`config.mk`:
```
export PLATFORM = sky130hd
export DESIGN_NAME = rf_writeback_arbiter
export DESIGN_NICKNAME = d
export VERILOG_FILES = /design/src/rtl/rf_writeback_arbiter.sv
export SDC_FILE = /design/constraint.sdc
export NUM_CORES = 1
export LEC_CHECK = 0
export ABC_AREA = 1
export CAP_MARGIN = 10
export CELL_PAD_IN_SITES_DETAIL_PLACEMENT = 0
export CELL_PAD_IN_SITES_GLOBAL_PLACEMENT = 2
export CORE_ASPECT_RATIO = 1.4
export CORE_MARGIN = 5
export CORE_UTILIZATION = 25
export DETAILED_ROUTE_END_ITERATION = 12
export GPL_TIMING_DRIVEN = 0
export HOLD_SLACK_MARGIN = 0.02
export PLACE_DENSITY = 0.82
export SLEW_MARGIN = 10
export SYNTH_ARGS = -nofsm -noshare
export SYNTH_HDL_FRONTEND = slang
export SYNTH_SLANG_ARGS = --single-unit
```
`constraint.sdc`:
```
create_clock -name clk -period 1.9 [get_ports clk]
set_input_delay 0.38 -clock clk [delete_from_list [all_inputs] [get_ports clk]]
set_output_delay 0.38 -clock clk [all_outputs]
set_load 0.03 [all_outputs]
```
`src/rtl/rf_writeback_arbiter.sv`:
```
// rf_writeback_arbiter: arbitrates ALU/load results onto the RF write port and tracks pending writes.
// Optional RF_BYPASS_EN: drops busy during the write cycle and adds rs1_fwd/rs2_fwd.
module rf_writeback_arbiter #(
    parameter int XLEN       = 32,
    parameter int STARVE_MAX = 4
) (
    input  logic            clk,
    input  logic            rst_n,
    input  logic            issue_valid,
    input  logic [4:0]      issue_rd,
    input  logic            alu_valid,
    output logic            alu_ready,
    input  logic [4:0]      alu_rd,
    input  logic [XLEN-1:0] alu_data,
    input  logic            mem_valid,
    output logic            mem_ready,
    input  logic [4:0]      mem_rd,
    input  logic [XLEN-1:0] mem_data,
    output logic            wb_en,
    output logic [4:0]      wb_rd,
    output logic [XLEN-1:0] wb_data,
    input  logic [4:0]      rs1,
    input  logic [4:0]      rs2,
    output logic            rs1_busy,
    output logic            rs2_busy
`ifdef RF_BYPASS_EN
    ,
    output logic            rs1_fwd,
    output logic            rs2_fwd
`endif
);
    localparam logic [3:0] SMAX = 4'(STARVE_MAX);
    logic [3:0]      starve_q, starve_d;
    logic [31:0]     pend_q, pend_d;
    logic            wb_en_q, wb_en_d;
    logic [4:0]      wb_rd_q, wb_rd_d;
    logic [XLEN-1:0] wb_data_q, wb_data_d;
    logic [4:0]      sel_rd;
    logic            hit1, hit2;
    // Loads win contention until the ALU has waited STARVE_MAX grants.
    assign alu_ready = rst_n && alu_valid && (!mem_valid || starve_q == SMAX);
    assign mem_ready = rst_n && mem_valid && !alu_ready;
    assign sel_rd    = alu_ready ? alu_rd : mem_rd;
    always_comb begin
        starve_d  = (!alu_valid || alu_ready) ? 4'd0 :
                    (mem_ready && starve_q != 4'hf) ? starve_q + 4'd1 : starve_q;
        wb_en_d   = (alu_ready || mem_ready) && sel_rd != 5'd0;
        wb_rd_d   = wb_en_d ? sel_rd : wb_rd_q;
        wb_data_d = wb_en_d ? (alu_ready ? alu_data : mem_data) : wb_data_q;
        pend_d    = pend_q;
        if (wb_en_q) pend_d[wb_rd_q] = 1'b0;
        if (issue_valid) pend_d[issue_rd] = 1'b1;
        pend_d[0] = 1'b0;
    end
    always_ff @(posedge clk or negedge rst_n) begin
        if (!rst_n) begin
            starve_q  <= '0;
            pend_q    <= '0;
            wb_en_q   <= 1'b0;
            wb_rd_q   <= '0;
            wb_data_q <= '0;
        end else begin
            starve_q  <= starve_d;
            pend_q    <= pend_d;
            wb_en_q   <= wb_en_d;
            wb_rd_q   <= wb_rd_d;
            wb_data_q <= wb_data_d;
        end
    end
    assign wb_en   = wb_en_q;
    assign wb_rd   = wb_rd_q;
    assign wb_data = wb_data_q;
`ifdef RF_BYPASS_EN
    assign hit1    = wb_en_q && wb_rd_q == rs1;
    assign hit2    = wb_en_q && wb_rd_q == rs2;
    assign rs1_fwd = hit1;
    assign rs2_fwd = hit2;
`else
    assign hit1 = 1'b0;
    assign hit2 = 1'b0;
`endif
    assign rs1_busy = rs1 != 5'd0 && pend_q[rs1] && !hit1;
    assign rs2_busy = rs2 != 5'd0 && pend_q[rs2] && !hit2;
endmodule

```
# Word-level counts from Yosys, hierarchy flattened
# Index checks and enable logic that the tools add are counted.
dict set report totals {
  output_inout_bits 42
  register_bits 73
  word_cells 51
  latchBits 0
  rom_bits 0
  ramBits 0
  mem_count 0
  inputBits 94
}
dict set report op_classes {
  n_bitwise 3
  reduce_logical 20
  n_div 0
  n_eq_ne 2
  shift 0
  n_mul 0
  addsub 1
  n_lt_le_gt_ge 6
  n_mux 14
}
# op count
set ops {}
lappend ops {{$mux W32} 3}
lappend ops {{$and A32 B32 Y32} 1}
lappend ops {{$not A32 Y32} 1}
lappend ops {{$or A32 B32 Y32} 1}
lappend ops {{$lt A5 B6 Y1 const B} 4}
lappend ops {{$reduce_bool A5 Y1} 3}
lappend ops {{$bmux W1 S5} 2}
lappend ops {{$demux W1 S5} 2}
lappend ops {{$ge A5 B1 Y1 const B} 2}
lappend ops {{$logic_and A1 B1 Y1} 10}
lappend ops {{$mux W4} 2}
lappend ops {{$mux W5} 1}
lappend ops {{$add A4 B1 Y4 const B} 1}
lappend ops {{$eq A4 B3 Y1 const B} 1}
lappend ops {{$mux W1} 4}
lappend ops {{$ne A4 B4 Y1 const B} 1}
lappend ops {{$logic_not A1 Y1} 3}
lappend ops {{$logic_or A1 B1 Y1} 3}
lappend ops {{$reduce_bool A2 Y1} 1}

# Depth between registers and ports, before layout
dict set report depth {
  ltp_word 9
  mapped_depth 14
  depth_no_buf 12
}

# Least setup slack after synthesis
# OpenSTA, ideal clock, no wires.
dict set report synth_timing {
  kind {reg-to-reg}
  startpoint {register starve_q[0]}
  endpoint {register starve_q[3]}
  period_less_slack_ns 2.043
  n_path_buf 1
  path_stages_with_launch 13
  path_slack_ns -0.143
  arrival_time_ns 1.960
  cell_sequence {dfrtp_1 > inv_1 > ha_1 > nand3_2 > nand2_2 > nand2_2 > buf_6 > inv_2 > nor2_1 > o21ai_0 > nand2_1 > nand3b_1 > o21ai_0}
}
dict set report synth_via {
  elab_chain_len 7
}
# element line
set synth_lines {}
lappend synth_lines {{start, declared} 33} ;# logic [3:0] starve_q, starve_d;
lappend synth_lines {{start signal, assigned} 63} ;# starve_q <= starve_d;
lappend synth_lines {{$eq A4 B3 Y1} 41} ;# assign alu_ready = rst_n && alu_valid && (!mem_valid || starve_q == SMAX);
lappend synth_lines {{$logic_or A1 B1 Y1} 41}
lappend synth_lines {{$logic_and A1 B1 Y1} 41}
lappend synth_lines {{$logic_not A1 Y1} 42} ;# assign mem_ready = rst_n && mem_valid && !alu_ready;
lappend synth_lines {{$logic_and A1 B1 Y1} 42}
lappend synth_lines {{named net mem_ready} 16} ;# output logic mem_ready,
lappend synth_lines {{$logic_and A1 B1 Y1} 46} ;# (mem_ready && starve_q != 4'hf) ? starve_q + 4'd1 : starve_q;
lappend synth_lines {{$reduce_bool A2 Y1 (no line)} n/a}
# The timed path passes the listed nets, and every way through them passes these cells. The select of a mux whose other input is x is not followed.
# A chain may end at the register's enable or synchronous reset.

# Final worst setup path
dict set report layout_timing {
  startpoint {register starve_q[1]}
  endpoint {output alu_ready}
}
dict set report layout_via {
  elab_chain_len 3
}
# element line
set layout_lines {}
lappend layout_lines {{$eq A4 B3 Y1} 41}
lappend layout_lines {{$logic_or A1 B1 Y1} 41}
lappend layout_lines {{$logic_and A1 B1 Y1} 41}
lappend layout_lines {{end, declared} 12} ;# output logic alu_ready,
# No other way between the ends.

==> impl_metrics.json <==
{
  "run_status": "complete, but fails checks",
  "violations": "negative setup slack",
  "viasPerCell": 4.68,
  "ir_drop_v": 0.000384,
  "num_rows": 56,
  "slew_headroom": 0.682,
  "hp-class": "in -> async",
  "area_delta_synth_final_pct": 54.1,
  "fin_nets": 847,
  "timing.final.crit_share": 1.04,
  "grt_pass1_wl_um": 24300,
  "yosys_warnings": 0,
  "io-pin-count": 136,
  "finalSetupViolations": 2,
  "rrSetupSlack_ps": 30,
  "clkLatencyLatePin_ps": 330,
  "critPathRequiredTime_ps": 1520,
  "grt_start_max_net_pins": 43,
  "antenna_found_initial": 0,
  "critPathLaunchType": "flip-flop",
  "synth_cells": 586,
  "design.core.area_mm2": 0.0166,
  "vias": 4483,
  "clockBufferDepth": 2,
  "cp_max_fo": 7,
  "grt_overflow": 0,
  "synth_top_area_share": 0.437,
  "htreeDepth": 3,
  "dieArea_mm2": 0.0194,
  "drt-initial-drc-count": 204,
  "synth_seq_cells": 73,
  "die_h_um": 163,
  "power_uw": 5720,
  "fp.dieW_um": 119,
  "yosysSeqAreaShare": 0.437,
  "critPathCapture": "alu_ready",
  "syn_area_per_cell_um2": 7.13,
  "cp-end-kind": "primary output",
  "reg2reg_depth": 12,
  "synth_area_mm2": 0.00418,
  "clock_sinks": 73,
  "crit_start": "starve_q[1]",
  "finalCriticalPeriod_ps": 1980,
  "r2r-end": "wb_en",
  "routed_wl_um": 15100,
  "antennaDiodeCount": 0,
  "maxCapViolCount": 0,
  "r2r-start": "starve_q[1]",
  "slew_viol_final": 0,
  "skew_ps": 6.00,
  "drtPass1Iterations": 4,
  "layout-drive-gt1-share": 0.142,
  "path_clk_slew_ps": 60,
  "cts_root_buffer": "clkbuf_16",
  "drc": 0,
  "power.leakage_uw": 0.00302,
  "antenna_left": 0,
  "start_util": 0.252,
  "syn-num-nets": 682,
  "grt.met3_usage": 0.0438,
  "rsz0062_at_grt": "true",
  "post-place-ws_ps": -1280,
  "hold_viol_final": 0,
  "worst_slack_ps": -77.9,
  "place_congestion": 0.859,
  "track_usage": 0.155,
  "synth_area_leaders": "dfrtp_1 (44%), nand2_1 (18%), o21ai_0 (11%), nand3_1 (9.3%), inv_1 (4.3%)",
  "worst_pin_slew_ps": 477,
  "critPathKind": "reg -> out",
  "worstPathArrival_ps": 1600,
  "grt_pass1_vias": 4761,
  "hpwlAfterDp_um": 11700,
  "p_per_area_mw_per_mm2": 889,
  "grt_util_met2": 0.288,
  "cts_tree": "yes",
  "clock.fmax_mhz": 506,
  "wire_per_inst_um": 15.7,
  "yosysUniqueCellTypes": 26,
  "grt_util_met1": 0.166,
  "port_buffers": 134,
  "fill_cells": 1728,
  "grt.busiest_layer": "met2",
  "numCtsBuffers": 9,
  "synth_area_leader_cell": "dfrtp_1"
}
-- worst max-delay path: stages, from the launching register on --
cell     delay [ps]
dfrtp_1         400
inv_2            80
ha_4            140
nand3_4          70
nand2_4          80
nand2_4          60
buf_8           140
inv_8            70
buf_8           100
buf_6           120
-- worst min-delay path by stage --
stage | startpoint | to | slack [ps] | cells past startpoint
after floorplan | rst_n | pend_q[10] | 80 | 0
after global placement | wb_data[8] | wb_data[8] | 450 | 2
after detailed placement | rst_n | wb_data[2] | 360 | 1
after CTS | rst_n | wb_data[2] | 30 | 2
after global routing | rst_n | wb_data[2] | 50 | 2
final | rst_n | wb_data[2] | 40 | 2
-- Yosys cell counts --
cell,count
a21oi_1,15
a22oi_1,1
buf_12,1
buf_2,5
buf_4,2
buf_6,3
clkbuf_1,11
dfrtp_1,73
ha_1,2
inv_1,48
inv_2,3
nand2_1,203
nand2_2,13
nand3_1,78
nand3_2,1
nand3b_1,3
nand4_1,1
nor2_1,18
o2111ai_1,1
o211ai_1,9
o21ai_0,89
o21ai_4,1
o21bai_2,1
o22ai_1,2
or2_2,1
xor2_1,1
-- per-stage QoR --
| stage | setup TNS (ps) | cell area, µm² | instances | hold WS, ps | util |
|---|---|---|---|---|---|
| floorplan | 0 | 4180 | 586 | 84.4 | - |
| global placement | -299140 | 5780 | 923 | 453 | 0.348 |
| detailed placement | -16710 | 5790 | 924 | 364 | 0.349 |
| CTS | -190 | 6280 | 951 | 31.0 | 0.378 |
| global route | -2070 | 6440 | 958 | 46.3 | 0.388 |
| finish | -138 | 6440 | 958 | 39.8 | 0.388 |
-- layer usage --
layer  up-vias  part of all wire  routed length [µm]
met5         -                 0                   0
met4         0             0.022                 333
met3        23             0.065                 973
met2       149              0.54                8200
met1      2061              0.37                5570
li1       2250                 -                   -
-- sequential cells by signal, summed over array words and instances, names as in the netlist --
register and cells:
wb_data 32, wb_rd 5, starve_q 4, wb_en 1
pend_q 31
-- cell type report --
| cell class | count | area [µm²] | share of cell area |
|---|---|---|---|
| multi-input combinational | 440 | 2120 | 0.330 |
| tap | 203 | 254 | 0.0394 |
| sequential | 73 | 1830 | 0.284 |
| timing repair buffer | 154 | 1540 | 0.240 |
| buffer | 22 | 226 | 0.0352 |
| clock buffer | 11 | 233 | 0.0361 |
| clock inverter | 4 | 31.3 | 0.00486 |
| inverter | 51 | 201 | 0.0313 |
-- cell families after synthesis --
| logic type | count (synthesis) | share of synthesized area |
|---|---|---|
| XOR/XNOR | 1 | 0.00210 |
| flip-flops | 73 | 0.437 |
| AND/OR/NAND/NOR | 318 | 0.322 |
| buffers and inverters | 73 | 0.0782 |
| adder cells (fa/ha/maj) | 2 | 0.00599 |
| AO/OA/AOI/OAI | 119 | 0.154 |
-- cells in the final DEF, fill, tap and decap left out, drive strengths merged, types with 2 or more instances in the layout --
cell type,instances
a21oi,15
o21ai,90
inv,51
nand3b,3
dfrtp,73
o22ai,2
o211ai,9
nand3,79
nor2,18
dlygate4sd2,6
nand2,216
ha,2
clkdlybuf4s50,120
buf,35
clkbuf,26
clkinvlp,3
-- power breakdown --
part	leakage (µW)	switching (µW)	internal, µW
logic	0.00205	1050	832
clock network	0.000118	642	879
registers	0.000849	345	1980
total	0.00302	2030	3690
-- what timing repair did --
action                                  CTS  global route
resized for setup                        98            38
hold buffers                              1             0
endpoints found under the hold margin    31             0
pin swaps                                 7            15
cloned                                    2             4
endpoints found under the setup margin   46            43
buffers inserted                          9             3
(Power assumes the default switching activity.)
